**src/rtl/mbr_hs.sv**
```systemverilog
// Memory buffer register with a req/ack memory handshake, busy/done status and ack timeout.
// Optional read/write parity checking is compiled in with `define MBR_PARITY_EN.
module mbr_hs #(
  parameter int DATA_W = 16,
  parameter int OP_W   = 8,
  parameter int ADDR_W = 8,
  parameter int TMO_W  = 4
) (
  input  logic              clk,
  input  logic              rst_n,
  input  logic [1:0]        control,
  input  logic              start,
  input  logic [DATA_W-1:0] from_acc,
  input  logic [DATA_W-1:0] mem_rdata,
  input  logic              mem_ack,
`ifdef MBR_PARITY_EN
  input  logic              mem_rpar,
  output logic              mem_wpar,
  output logic              par_err,
`endif
  output logic              mem_req,
  output logic              mem_we,
  output logic [DATA_W-1:0] to_memory,
  output logic [DATA_W-1:0] to_br,
  output logic [ADDR_W-1:0] addr_out,
  output logic [OP_W-1:0]   to_ir,
  output logic              imm,
  output logic              busy,
  output logic              done,
  output logic              err
);

  typedef enum logic [1:0] {S_IDLE, S_REQ, S_DONE} state_t;

  localparam logic [1:0] CMD_FETCH = 2'b01;
  localparam logic [1:0] CMD_LOAD  = 2'b10;
  localparam logic [1:0] CMD_STORE = 2'b11;
  // Counter value on the last REQ cycle before it would reach 2^TMO_W-1.
  localparam logic [TMO_W-1:0] TMO_LAST = {{(TMO_W-1){1'b1}}, 1'b0};

  state_t            state_q, state_d;
  logic [1:0]        cmd_q;
  logic [TMO_W-1:0]  cnt_q;
  logic              err_q;
  logic              launch, ack_fire, tmo, par_ok, cap;

  function automatic logic even_par(input logic [DATA_W-1:0] w);
    return ^w;
  endfunction

  assign launch   = (state_q == S_IDLE) && start && (control != 2'b00);
  assign ack_fire = (state_q == S_REQ) && mem_ack;
  assign tmo      = (state_q == S_REQ) && !mem_ack && (cnt_q == TMO_LAST);

`ifdef MBR_PARITY_EN
  logic par_err_q;
  assign par_ok   = (cmd_q == CMD_STORE) || (even_par(mem_rdata) == mem_rpar);
  assign mem_wpar = even_par(to_memory);
  assign par_err  = par_err_q;

  always_ff @(posedge clk) begin
    if (!rst_n) par_err_q <= 1'b0;
    else        par_err_q <= ack_fire && !par_ok;
  end
`else
  assign par_ok = 1'b1;
`endif

  assign cap = ack_fire && par_ok;

  always_ff @(posedge clk) begin
    if (!rst_n) state_q <= S_IDLE;
    else        state_q <= state_d;
  end

  always_comb begin
    state_d = state_q;
    case (state_q)
      S_IDLE:  if (launch) state_d = S_REQ;
      S_REQ: begin
        if (mem_ack)  state_d = S_DONE;
        else if (tmo) state_d = S_IDLE;
      end
      S_DONE:  state_d = S_IDLE;
      default: state_d = S_IDLE;
    endcase
  end

  always_comb begin
    mem_req = (state_q == S_REQ);
    busy    = (state_q == S_REQ);
    mem_we  = (state_q == S_REQ) && (cmd_q == CMD_STORE);
    done    = (state_q == S_DONE);
    err     = err_q;
  end

  // Command latch, timeout counter and datapath capture
  always_ff @(posedge clk) begin
    if (!rst_n) begin
      cmd_q     <= 2'b00;
      cnt_q     <= '0;
      err_q     <= 1'b0;
      to_memory <= '0;
      to_br     <= '0;
      addr_out  <= '0;
      to_ir     <= '0;
      imm       <= 1'b0;
    end else begin
      err_q <= tmo;
      if (launch) begin
        cmd_q <= control;
        cnt_q <= '0;
        if (control == CMD_STORE) to_memory <= from_acc;
      end else if ((state_q == S_REQ) && !mem_ack) begin
        cnt_q <= cnt_q + 1'b1;
      end
      if (cap) begin
        case (cmd_q)
          CMD_FETCH: begin
            to_ir <= mem_rdata[DATA_W-1:ADDR_W];
            if (mem_rdata[DATA_W-1]) begin
              to_br <= {{(DATA_W-ADDR_W){1'b0}}, mem_rdata[ADDR_W-1:0]};
              imm   <= 1'b1;
            end else begin
              addr_out <= mem_rdata[ADDR_W-1:0];
              imm      <= 1'b0;
            end
          end
          CMD_LOAD: to_br <= mem_rdata;
          default: ;
        endcase
      end
    end
  end

endmodule

```
**config.mk**
```make
export PLATFORM = sky130hd
export DESIGN_NAME = mbr_hs
export DESIGN_NICKNAME = d
export VERILOG_FILES = /design/src/rtl/mbr_hs.sv
export SDC_FILE = /design/constraint.sdc
export NUM_CORES = 1
export LEC_CHECK = 0
export BUFFER_PORTS_ARGS = -buffer_cell sky130_fd_sc_hd__clkbuf_2
export CAP_MARGIN = 20
export CORE_MARGIN = 10
export CORE_UTILIZATION = 24
export DETAILED_ROUTE_END_ITERATION = 16
export GPL_TIMING_DRIVEN = 1
export PLACE_DENSITY_LB_ADDON = 0.2
export SYNTH_ARGS = -nofsm -noshare
export SYNTH_HDL_FRONTEND = slang
export SYNTH_SLANG_ARGS = --single-unit
```
**constraint.sdc**
```tcl
create_clock -name clk -period 3.73 [get_ports clk]
set_input_delay 0.373 -clock clk [delete_from_list [all_inputs] [get_ports clk]]
set_output_delay 0.373 -clock clk [all_outputs]
set_load 0.01 [all_outputs]
```
# ---- After elaboration in Yosys (flattened, before gate mapping)
# Cells that the tools add are included.
# Widths: inputs -> output; s select.
dict set report totals {
  input_bits 38
  wordCells 45
  regBits 58
}
dict set report op_classes {
  reduce_logical 16
  addsub 1
  eq_ne 10
  mux 7
  bitwise_logic 2
}
# op count
set op_table {}
lappend op_table {{$pmux 16 s2} 1}
lappend op_table {{$mux 16} 1}
lappend op_table {{$eq 2x2->1 const B} 4}
lappend op_table {{$logic_and 1x1->1} 6}
lappend op_table {{$mux 2} 3}
lappend op_table {{$reduce_and 2->1} 3}
lappend op_table {{$reduce_and 3->1} 2}
lappend op_table {{$add 4x1->4 const B} 1}
lappend op_table {{$eq 2x1->1 const B} 2}
lappend op_table {{$eq 4x4->1 const B} 1}
lappend op_table {{$ne 2x2->1 const B} 2}
lappend op_table {{$pmux 2 s2} 1}
lappend op_table {{$reduce_bool 2->1} 2}
lappend op_table {{$ne 3x2->1 const B} 1}
lappend op_table {{$logic_not 2->1} 1}
lappend op_table {{$not 1->1} 2}
lappend op_table {{$reduce_or 2->1} 1}
lappend op_table {{$logic_not 1->1} 1}
lappend op_table {{$mux 1} 1}

# ---- Longest topological paths before layout
# Gate-level depths: netlist of run 1.
dict set report depth {
  ltp_word 6
  depth_mapped 6
  depth_no_buf 5
}

# ---- Least setup slack after synthesis of run 1
# No wires, ideal clock.
dict set report synth_timing {
  kind {reg2reg}
  startpoint {register state_q[1]}
  endpoint {register to_br[5]}
  period_less_slack_ps 1392
  path_buffers 3
  stages_incl_launch_ff 7
  t_required_ps 3658
  t_arrival_ps 1320
  setup_slack_ps 2338
  path_cell_list {dfxtp_1 buf_6 and2b_1 o211a_1 buf_6 buf_6 mux2i_1}
}
dict set report synth_between {
  elab_chain_cells 3
}
# item line
set synth_lines {}
lappend synth_lines {{start: declaration} 41} ;# state_t state_q, state_d;
lappend synth_lines {{start signal: assignment} 73} ;# else state_q <= state_d;
lappend synth_lines {{$eq 2x1->1} -}
lappend synth_lines {{via busy} 28} ;# output logic busy,
lappend synth_lines {{$logic_and 1x1->1} 52} ;# assign ack_fire = (state_q == S_REQ) && mem_ack;
lappend synth_lines {{$reduce_and 3->1 (no line)} -}
lappend synth_lines {{end signal: assignment} 122} ;# to_br <= {{(DATA_W-ADDR_W){1'b0}}, mem_rdata[ADDR_W-1:0]};
lappend synth_lines {{end signal: assignment} 129} ;# CMD_LOAD: to_br <= mem_rdata;
lappend synth_lines {{end: declaration} 24} ;# output logic [DATA_W-1:0] to_br,
# The timed path passes the listed nets, and every way through them passes these cells.
# A chain may end at the register's enable or synchronous reset.

# ---- Worst setup path after layout of run 1
dict set report layout_timing {
  startpoint {register cmd_q[1]}
  endpoint {register to_br[8]}
}
dict set report layout_between {
  elab_chain_cells 3
  elab_cells_between_ends 6
  cone_classes {3 x eq/ne; 1 x mux; 2 x reduce/logical}
}
# item line
set layout_lines {}
lappend layout_lines {{start: declaration} 42} ;# logic [1:0] cmd_q;
lappend layout_lines {{start signal: assignment} 111} ;# cmd_q <= control;
lappend layout_lines {{$eq 2x1->1 / $eq 2x2->1 (equally long branches)} 118} ;# case (cmd_q)
lappend layout_lines {{$ne 2x2->1 (no line) / $reduce_bool 2->1 (equally long branches)} -}
lappend layout_lines {{$reduce_and 3->1 (no line)} -}
# Several ways; a longest one is shown, not always the timed one.

==> impl_metrics.csv, run 1 <==
group,metric,value,unit
clocking,tritoncts,"done",
power,netSwitchingPower,0.000322,W
synthesis,yosysSeqAreaShare,46.9,%
worst_hold_path,whs_path_depth,3,
power,irDropWorstVdd,202,µV
die,core.rowCount,36,
critical_path,critical_path.reg2reg.endpoint,"to_br[8]$_SDFFE_PN0P_",
synthesis,synthFlopType,"sky130_fd_sc_hd__dfxtp_1",
critical_path,reg2reg_slack,1.73,ns
clocking,cts_buffer_depth,2,
critical_path,timing.rr.start,"cmd_q[1]$_SDFFE_PN0P_",
route,drt_iter0_drc,63,
timing,max_slew.worst_pin.slew,0.861,ns
critical_path,cp-end-kind,"flop",
synthesis,synthCells,261,
worst_hold_path,whs_endpoint,"addr_out[7]$_SDFFE_PN0P_",
critical_path,timing.critical_path.required,3.99,ns
worst_hold_path,worst_hold_path_type,"in -> reg",
timing,finalSetupTns,0,ns
power,power.share.sequential,45.1,%
final_layout,n_fill_cell,1107,
timing,max_slew_violation_count,0,
route,detail_route.drc_violations,0,
timing,fin_worst_skew,0.0119,ns
die,start_util,24.8,%
critical_path,cp_top_family,"compound AO/OA/AOI/OAI gates",
route,detailed_route_wire_length,6960,µm
die,die-area,0.0146,mm²
critical_path,timing.reg2reg.worst_path_depth,3,
placed_design,dp_hpwl,5000,µm
placed_design,placement.cell_area,0.00295,mm²
run,drv.max_cap_violation_count,0,
placed_design,place_congestion,0.699,
clocking,postCtsHoldBufs,0,
synthesis,flip_flop_and_latch_count_after_synthesis,57,
grt,grt_antenna_before_repair,0,
timing,slew_headroom,42.6,%
synthesis,synthDistinctLibCells,34,
critical_path,worst_setup_sp_type,"flop",
power,static-leakage-power,1.42,nW
final_layout,finish.net_count,381,
timing,fin_worst_hold_slack,0.277,ns
power,clock_power_share,47.3,%
route,routed-wl-met2,3300,µm
critical_path,cp_num_buf_inv,0,
final_layout,final_layout_size_suffix_gt1_share,32.1,%
grt,gr-total-overflow,0,
die,core_area,0.00982,mm²
synthesis,synthDominantCellAreaShare,46.9,%
power,intPower,0.00107,W
placed_design,port_buffers,91,
clocking,clock_latency,0.34,ns
run_status,run_status,"completed",
clocking,cts_resized,0,
synthesis,synth.largest_area_cell,"sky130_fd_sc_hd__dfxtp_1",
final_layout,post-route-util,32.3,%
timing,maxClockFrequency,501,MHz
synthesis,post_synth.cell_area_avg,9.32,µm²
clocking,cts-root-buf,"sky130_fd_sc_hd__clkbuf_8",
die,chipHeight,121,µm
timing,post-route-min-period,2.00,ns
clocking,cts.repair_timing.setup_buffer_count,0,
route,wirelength_met1,3070,µm
final_layout,finish.instance_area,0.00317,mm²
grt,via_count_of_the_first_global_routing_pass,2130,
timing,setup_viol,0,
clocking,cts_made_buffers,9,
critical_path,critPathKind,"reg -> reg",
power,power.share.switching,23.1,%
die,floorplan.die.width,121,µm
synthesis,synth_most_common_cell,"sky130_fd_sc_hd__dfxtp_1",
power,power.share.combinational,7.6,%
final_layout,insertedDiodeCount,0,
grt,grt_start_max_net_pins,47,
timing,hold_violations,0,
timing,timing.final.crit_share,53.5,%
critical_path,critPathMaxStageDelay,0.76,ns
synthesis,syn_area,0.00243,mm²
critical_path,crit_chain,"nor2b_1, o211a_1, mux2i_1",
placed_design,dpl_worst_slack,1.71,ns
route,dr_total_vias,2085,
critical_path,worst_path_max_delay_cell,"sky130_fd_sc_hd__o211a_1",
synthesis,ys.warnings.count,0,
synthesis,post_synthesis_net_count,301,
final_layout,flow.area_growth_from_synthesis,30.4,%
grt,groute.usage.overall,9.75,%
critical_path,cp.arrival,2.25,ns
timing,final.setup.worst_slack,1.73,ns
route,met3_length,502,µm
worst_hold_path,worstHoldStart,"mem_rdata[7]",
synthesis,post_synth_most_frequent_cells,"sky130_fd_sc_hd__dfxtp_1 (57), sky130_fd_sc_hd__nand2_1 (34), sky130_fd_sc_hd__a21boi_0 (26)",
clocking,cts.reportedPaths.clkPinSlew,0.07,ns
synthesis,synth_async_sr_flop_share,0,%
clocking,ctsHtreeMaxLevel,3,
critical_path,startpoint,"cmd_q[1]$_SDFFE_PN0P_",
die,boundaryPins,92,
route,route.top_layer_used,"met4",
route,detail_route_antenna_nets,0,
grt,grt_pass1_wl,11300,µm
clocking,cts.sinks,57,
route,drt-vias-per-instance,4.35,
critical_path,critical_path_peak_fanout,15,
synthesis,synth_enable_flop_cells,0,
route,drt_pre_antenna_iters,4,
synthesis,synth_top_cells_by_area,"sky130_fd_sc_hd__dfxtp_1 (47%), sky130_fd_sc_hd__mux2i_1 (9.9%), sky130_fd_sc_hd__a21boi_0 (8.0%)",
timing,grt_setup_unrepaired,"no",
route,routed_wire_length_per_instance,14.5,µm
power,areal_power_density_over_the_cells,439,mW/mm²
## tightest hold or removal path: stages
cell                       delay (ns)
sky130_fd_sc_hd__clkbuf_2        0.08
sky130_fd_sc_hd__nand2_1         0.06
sky130_fd_sc_hd__mux2i_1         0.06
## final cells by class
class	instances	area, µm²	area share [%]
multi-input cells	178	1160	36.4
flip-flops and latches	57	1140	35.9
repair buffers	93	474	14.9
well taps	133	166	5.24
clock buffers	11	151	4.77
clock inverters	5	77.6	2.44
inverters	2	7.51	0.237
## sequential cells by signal, summed over array words and instances, names as in the netlist
| register | flops |
|---|---|
| addr_out | 8 |
| cmd_q | 2 |
| cnt_q | 4 |
| err | 1 |
| state_q | 2 |
| to_br | 16 |
| to_ir | 8 |
| to_memory | 16 |
## how the worst max path moves through the flow
stage / endpoint / slack [ns] / depth (start not counted)
CTS: to_br[1]$_SDFFE_PN0P_ / 1.70 / 3
global route: to_br[8]$_SDFFE_PN0P_ / 1.47 / 3
global placement: to_br[11]$_SDFFE_PN0P_ / 1.83 / 3
finish: to_br[8]$_SDFFE_PN0P_ / 1.73 / 3
detailed placement: to_br[1]$_SDFFE_PN0P_ / 1.71 / 3
floorplan: to_br[5]$_SDFFE_PN0P_ / 2.34 / 6
## power groups by stage
stage | Sequential [W] | Clock [W] | Combinational, W
2_1_floorplan | 0.000643 | 0 | 0.0000611
3_3_place_gp | 0.000642 | 0 | 0.000107
3_5_place_dp | 0.000642 | 0 | 0.000109
4_1_cts | 0.000628 | 0.000687 | 0.000110
5_1_grt | 0.000630 | 0.000719 | 0.000121
6_report | 0.000629 | 0.000660 | 0.000107
## kinds of logic (layout without fill, tap and decap cells)
family | count (synthesis) | after routing | synth area share (%)
buffers and inverters | 26 | 111 | 5.60
xor gates and xnor gates | 2 | 2 | 0.720
adders and majority gates | 2 | 2 | 1.03
DFF | 57 | 57 | 46.9
muxes | 24 | 24 | 9.87
AOI/OAI and AO/OA | 60 | 60 | 16.6
and+or+nand+nor | 90 | 90 | 19.3
## layout by cell type, fill, tap and decap left out, types with 2 or more instances in the layout
master                      netlist  routed
sky130_fd_sc_hd__o21ai_0         19      19
sky130_fd_sc_hd__inv_1            2       2
sky130_fd_sc_hd__and2b_1          2       2
sky130_fd_sc_hd__a21boi_0        26      26
sky130_fd_sc_hd__o211a_1          2       2
sky130_fd_sc_hd__mux2i_1         24      24
sky130_fd_sc_hd__nand3_1         24      24
sky130_fd_sc_hd__nor4bb_1         2       2
sky130_fd_sc_hd__nor2_1           4       4
sky130_fd_sc_hd__bufinv_16        0       2
sky130_fd_sc_hd__clkbuf_8         0      11
sky130_fd_sc_hd__clkbuf_2         0      91
sky130_fd_sc_hd__clkinv_2         0       2
sky130_fd_sc_hd__nand2_1         34      34
sky130_fd_sc_hd__xnor2_1          2       2
sky130_fd_sc_hd__or3b_1           2       2
sky130_fd_sc_hd__ha_1             2       2
sky130_fd_sc_hd__nor2b_1          2       2
sky130_fd_sc_hd__and3_1          12      12
sky130_fd_sc_hd__o21a_1           8       8
sky130_fd_sc_hd__dfxtp_1         57      57
## per-layer routing
layer  global-route usage (%)  vias up
met4                     4.07        0
li1                         -     1069
met5                        0        -
met3                     4.42        7
met2                     15.5       51
met1                     11.1      958
## stage by stage
step	total power (W)	instances
floorplan	0.000705	261
global placement	0.000749	462
detailed placement	0.000752	463
CTS	0.00142	479
global route	0.00147	479
finish	0.00139	479
(Power assumes the default switching activity.)
==> inputs of run 2 (changes only) <==
Clock period 3.73 ns to 1.95 ns, I/O delays scaled along.
==> run 2 against run 1 <==
Against the previous run:
- wire length increased by 1.3%
- utilization is 0.31 points higher
- register-to-register slack lost 1.4 ns
- highest routed layer unchanged
- sequential share of layout area decreased by 0.34 points
- flip-flop and latch count is the same
- via count rose by 0.82%
- critical path depth is the same
==> impl_metrics.csv, run 2 (synthesized netlist as in run 1, its figures left out) <==
group,metric,value,unit
critical_path,timing.critical_path.required,1.75,ns
critical_path,critical_path_peak_fanout,9,
timing,max_slew.worst_pin.slew,0.621,ns
die,chipHeight,121,µm
critical_path,cp-end-kind,"primary output",
placed_design,port_buffers,91,
clocking,cts-root-buf,"sky130_fd_sc_hd__clkbuf_8",
route,drt_pre_antenna_iters,4,
grt,groute.usage.overall,9.68,%
final_layout,final_cell_mix,"sky130_fd_sc_hd__clkbuf_2 (91), sky130_fd_sc_hd__dfxtp_1 (57), sky130_fd_sc_hd__nand2_1 (34)",
clocking,postCtsHoldBufs,0,
run,drv.max_cap_violation_count,0,
route,detailed_route_wire_length,7060,µm
die,start_util,24.8,%
die,die-area,0.0146,mm²
run_status,run_status,"completed",
timing,slew_headroom,58.6,%
clocking,cts_resized,0,
clocking,ctsHtreeMaxLevel,3,
route,detail_route_antenna_nets,0,
final_layout,final_layout_size_suffix_gt1_share,33.0,%
grt,grt_antenna_before_repair,0,
worst_hold_path,whs_path_depth,3,
final_layout,flow.area_growth_from_synthesis,31.7,%
grt,grt_start_max_net_pins,42,
die,core_area,0.00982,mm²
critical_path,worst_path_max_delay_cell,"sky130_fd_sc_hd__dfxtp_1",
critical_path,timing.rr.start,"state_q[0]$_SDFFE_PN0P_",
route,drt-vias-per-instance,4.34,
power,total_power,0.00265,W
clocking,cts.repair_timing.setup_buffer_count,0,
timing,hold_violations,0,
critical_path,worst_setup_sp_type,"flop",
critical_path,timing.reg2reg.worst_path_depth,3,
clocking,cts_buffer_depth,2,
placed_design,place_congestion,0.715,
timing,maxClockFrequency,594,MHz
power,static-leakage-power,1.44,nW
power,areal_power_density_over_the_cells,827,mW/mm²
worst_hold_path,whs_endpoint,"to_memory[1]$_SDFFE_PN0P_",
final_layout,layout_commonest_cell,"sky130_fd_sc_hd__clkbuf_2",
clocking,cts.sinks,57,
timing,setup_viol,0,
power,irDropWorstVdd,315,µV
critical_path,critPathKind,"reg -> out",
critical_path,cp.arrival,1.49,ns
timing,post-route-min-period,1.68,ns
timing,finalSetupTns,0,ns
die,core.rowCount,36,
clocking,cts_made_buffers,9,
timing,timing.final.crit_share,86.3,%
final_layout,insertedDiodeCount,0,
timing,fin_worst_hold_slack,0.0889,ns
worst_hold_path,worst_hold_path_type,"in -> reg",
critical_path,reg2reg_slack,0.32,ns
route,detail_route.drc_violations,0,
clocking,clock_latency,0.34,ns
grt,gr-total-overflow,0,
critical_path,critical_path.reg2reg.endpoint,"cnt_q[0]$_SDFFE_PP0P_",
final_layout,finish.instance_area,0.00320,mm²
critical_path,critPathMaxStageDelay,0.47,ns
placed_design,placement.cell_area,0.00299,mm²
timing,max_slew_violation_count,0,
placed_design,dp_hpwl,5030,µm
timing,fin_worst_skew,0.00761,ns
die,floorplan.die.width,121,µm
clocking,tritoncts,"done",
grt,via_count_of_the_first_global_routing_pass,2127,
route,routed_wire_length_per_instance,14.6,µm
die,boundaryPins,92,
grt,grt_pass1_wl,11200,µm
timing,grt_setup_unrepaired,"no",
final_layout,biggestRegsByFlops,"to_br: 16 flops, to_memory: 16 flops",
route,dr_total_vias,2102,
route,drt_iter0_drc,115,
worst_hold_path,worstHoldStart,"from_acc[1]",
critical_path,crit_chain,"and2b_1, and3_1, clkbuf_2",
clocking,cts.reportedPaths.clkPinSlew,0.07,ns
final_layout,finish.net_count,387,
## run 2: cell types whose count changed in the layout (fill, tap and decap cells not counted)
| cell | delta |
|---|---|
| sky130_fd_sc_hd__clkinvlp_4 | +1 |
| sky130_fd_sc_hd__buf_4 | +7 |
| sky130_fd_sc_hd__clkbuf_8 | -1 |
| sky130_fd_sc_hd__buf_6 | -1 |
| sky130_fd_sc_hd__clkinv_2 | -1 |
## run 2: through the flow
stage                     utilization, %  instances  setup slack (ns)
after detailed placement            30.4        469             0.344
after floorplan                        -        261             0.558
after global placement              30.4        469             0.374
after global routing                32.6        484             0.198
final                               32.6        484             0.267
after CTS                           32.6        484             0.253
## run 2: area by class of cell
type | instances | area, µm²
fillers | 1094 | 6620
multi-input cells | 178 | 1160
flip-flops and latches | 57 | 1140
repair buffers | 99 | 515
well taps | 133 | 166
clock buffers | 10 | 138
clock inverters | 5 | 80.1
inverters | 2 | 7.51
## run 2: routing by layer
metal  vias to the layer above  track usage, %  routed length [µm]
li1                       1080               -                   -
met1                       956            11.3                3290
met2                        55            15.0                3140
met3                        11            4.14                 474
met4                         0            4.68                 146
met5                         -               0                   0
## run 2: worst max path at each step
stage	from	end	slack, ns	cells past startpoint
after floorplan	state_q[1]$_SDFFE_PN0P_	to_br[5]$_SDFFE_PN0P_	0.56	6
after global placement	state_q[0]$_SDFFE_PN0P_	cnt_q[1]$_SDFFE_PP0P_	0.37	3
final	state_q[1]$_SDFFE_PN0P_	mem_we	0.27	3
after CTS	state_q[1]$_SDFFE_PN0P_	mem_we	0.25	3
after detailed placement	state_q[1]$_SDFFE_PN0P_	cnt_q[1]$_SDFFE_PP0P_	0.34	3
after global routing	state_q[1]$_SDFFE_PN0P_	mem_we	0.20	3
## run 2: power breakdown
| group | switching (W) | total (W) | internal [W] |
|---|---|---|---|
| clock network | 0.000493 | 0.00124 | 0.000744 |
| registers | 0.0000185 | 0.00120 | 0.00119 |
| logic | 0.000124 | 0.000210 | 0.0000865 |
| total | 0.000635 | 0.00265 | 0.00202 |
## run 2: critical path: cells and delay by family (launching register included)
family | cells | cell delay (ns)
flip-flops | 1 | 0.47
buffers and inverters | 1 | 0.14
AND/OR/NAND/NOR | 2 | 0.54
==> inputs of run 3 (changes only) <==
Settings changed: CORE_UTILIZATION 24 to 50, CTS_BUF_LIST set to sky130_fd_sc_hd__clkbuf_4 sky130_fd_sc_hd__clkbuf_8, REMOVE_ABC_BUFFERS set to 1.
==> run 3 against run 2 <==
Against the previous run:
- non-clock buffer count is the same
- wire length shrank 14%
- via count grew 0.62%
- critical path depth is the same
- combinational power is essentially flat
- final cell count shrank 13%
- utilization grew 33 points
- hold slack gained 0.010 ns
- total power shrank 9.0%
- flip-flop and latch count is the same
- fmax grew 3.9%
- critical path type unchanged
- critical endpoint unchanged
- largest cell class unchanged
==> impl_metrics.csv, run 3 (synthesized netlist as in run 1, its figures left out) <==
group,metric,value,unit
run_status,run_status,"completed",
die,core_area,0.00472,mm²
clocking,cts.reportedPaths.clkPinSlew,0.06,ns
route,detail_route.drc_violations,0,
clocking,cts.sinks,57,
power,total_power,0.00241,W
critical_path,timing.rr.start,"state_q[0]$_SDFFE_PN0P_",
die,start_util,51.5,%
clocking,cts.repair_timing.setup_buffer_count,0,
grt,gr-total-overflow,0,
final_layout,final_layout_size_suffix_gt1_share,33.2,%
grt,grt_start_max_net_pins,39,
final_layout,layout_commonest_cell,"sky130_fd_sc_hd__clkbuf_2",
timing,setup_viol,0,
power,irDropWorstVdd,524,µV
die,floorplan.die.width,89.8,µm
final_layout,insertedDiodeCount,0,
critical_path,critical_path_peak_fanout,9,
critical_path,cp.arrival,1.42,ns
power,static-leakage-power,1.44,nW
power,areal_power_density_over_the_cells,778,mW/mm²
route,drt_iter0_drc,84,
timing,slew_headroom,62.7,%
worst_hold_path,whs_path_depth,3,
die,die-area,0.00806,mm²
timing,grt_setup_unrepaired,"no",
timing,fin_worst_skew,0.00448,ns
clocking,cts_buffer_depth,2,
critical_path,timing.reg2reg.worst_path_depth,3,
placed_design,placement.cell_area,0.00292,mm²
clocking,cts_made_buffers,9,
route,drt-vias-per-instance,5.05,
placed_design,port_buffers,91,
final_layout,biggestRegsByFlops,"to_br: 16 flops, to_memory: 16 flops",
placed_design,dp_hpwl,4360,µm
clocking,cts-root-buf,"sky130_fd_sc_hd__clkbuf_8",
timing,max_slew.worst_pin.slew,0.559,ns
critical_path,cp_top_family,"simple AND/OR/NAND/NOR gates",
die,boundaryPins,92,
critical_path,startpoint,"state_q[1]$_SDFFE_PN0P_",
route,detailed_route_wire_length,6070,µm
route,routed_wire_length_per_instance,14.5,µm
route,detail_route_antenna_nets,0,
critical_path,cp-end-kind,"primary output",
critical_path,crit_chain,"and2b_1, and3_1, clkbuf_2",
critical_path,worst_path_max_delay_cell,"sky130_fd_sc_hd__dfxtp_1",
timing,finalSetupTns,0,ns
critical_path,cp_num_buf_inv,1,
timing,hold_violations,0,
critical_path,worst_setup_sp_type,"flop",
clocking,tritoncts,"done",
grt,grt_pass1_wl,10100,µm
timing,max_slew_violation_count,0,
route,dr_total_vias,2115,
final_layout,final_cell_mix,"sky130_fd_sc_hd__clkbuf_2 (91), sky130_fd_sc_hd__dfxtp_1 (57), sky130_fd_sc_hd__nand2_1 (34)",
worst_hold_path,worst_hold_path_type,"in -> reg",
critical_path,worst-path-stages,3,
route,drt_pre_antenna_iters,4,
timing,timing.final.crit_share,83.1,%
critical_path,timing.critical_path.required,1.75,ns
clocking,ctsHtreeMaxLevel,3,
worst_hold_path,worstHoldStart,"from_acc[13]",
clocking,clock_latency,0.33,ns
placed_design,place_congestion,0.730,
critical_path,critPathMaxStageDelay,0.46,ns
clocking,cts_resized,0,
timing,maxClockFrequency,617,MHz
die,core.rowCount,25,
timing,fin_worst_hold_slack,0.0990,ns
die,chipHeight,89.8,µm
critical_path,critPathKind,"reg -> out",
grt,groute.usage.overall,15.1,%
final_layout,finish.net_count,387,
grt,grt_antenna_before_repair,0,
final_layout,finish.instance_area,0.00310,mm²
timing,post-route-min-period,1.62,ns
clocking,postCtsHoldBufs,0,
final_layout,flow.area_growth_from_synthesis,27.3,%
grt,via_count_of_the_first_global_routing_pass,2105,
run,drv.max_cap_violation_count,0,
## run 3: final timing paths
path	slack, ns	endpoint
max	0.33	mem_we
min	0.1	to_memory[13]$_SDFFE_PN0P_
max reg2reg	0.34	cnt_q[1]$_SDFFE_PP0P_
min reg2reg	0.46	to_br[4]$_SDFFE_PN0P_
## run 3: worst reg2reg max path: stages (launching register included)
cell,delay [ns]
sky130_fd_sc_hd__dfxtp_1,0.37
sky130_fd_sc_hd__or3b_1,0.65
sky130_fd_sc_hd__o21ai_1,0.38
sky130_fd_sc_hd__a211oi_1,0.08
## run 3: power by group
part	leakage, nW	switching (W)	total [W]	internal, W
clock	0.100	0.000448	0.00100	0.000552
combinational	0.881	0.000119	0.000209	0.0000892
sequential	0.461	0.0000168	0.00120	0.00119
total	1.44	0.000584	0.00241	0.00183
## run 3: final cells by class
cell class / count / area (µm²)
sequential: 57 / 1140
timing repair buffer: 99 / 528
clock buffer: 13 / 166
tap: 67 / 83.8
fill: 421 / 1630
multi-input combinational: 178 / 1160
inverter: 2 / 7.51
clock inverter: 3 / 15.0
## run 3: layer usage
layer	wire, µm	up-vias	GRT usage (%)
li1	-	1087	-
met1	2700	960	17.9
met2	2730	61	22.5
met3	548	7	7.56
met4	81	0	6.47
met5	0	-	0
## run 3: per-stage QoR
stage                     std cells  util, %  worst slack, ns
after CTS                       419     65.6            0.323
after detailed placement        403     61.7            0.338
after floorplan                 237        -            0.325
final                           419     65.6            0.330
after global placement          403     61.7            0.395
after global routing            419     65.6            0.234
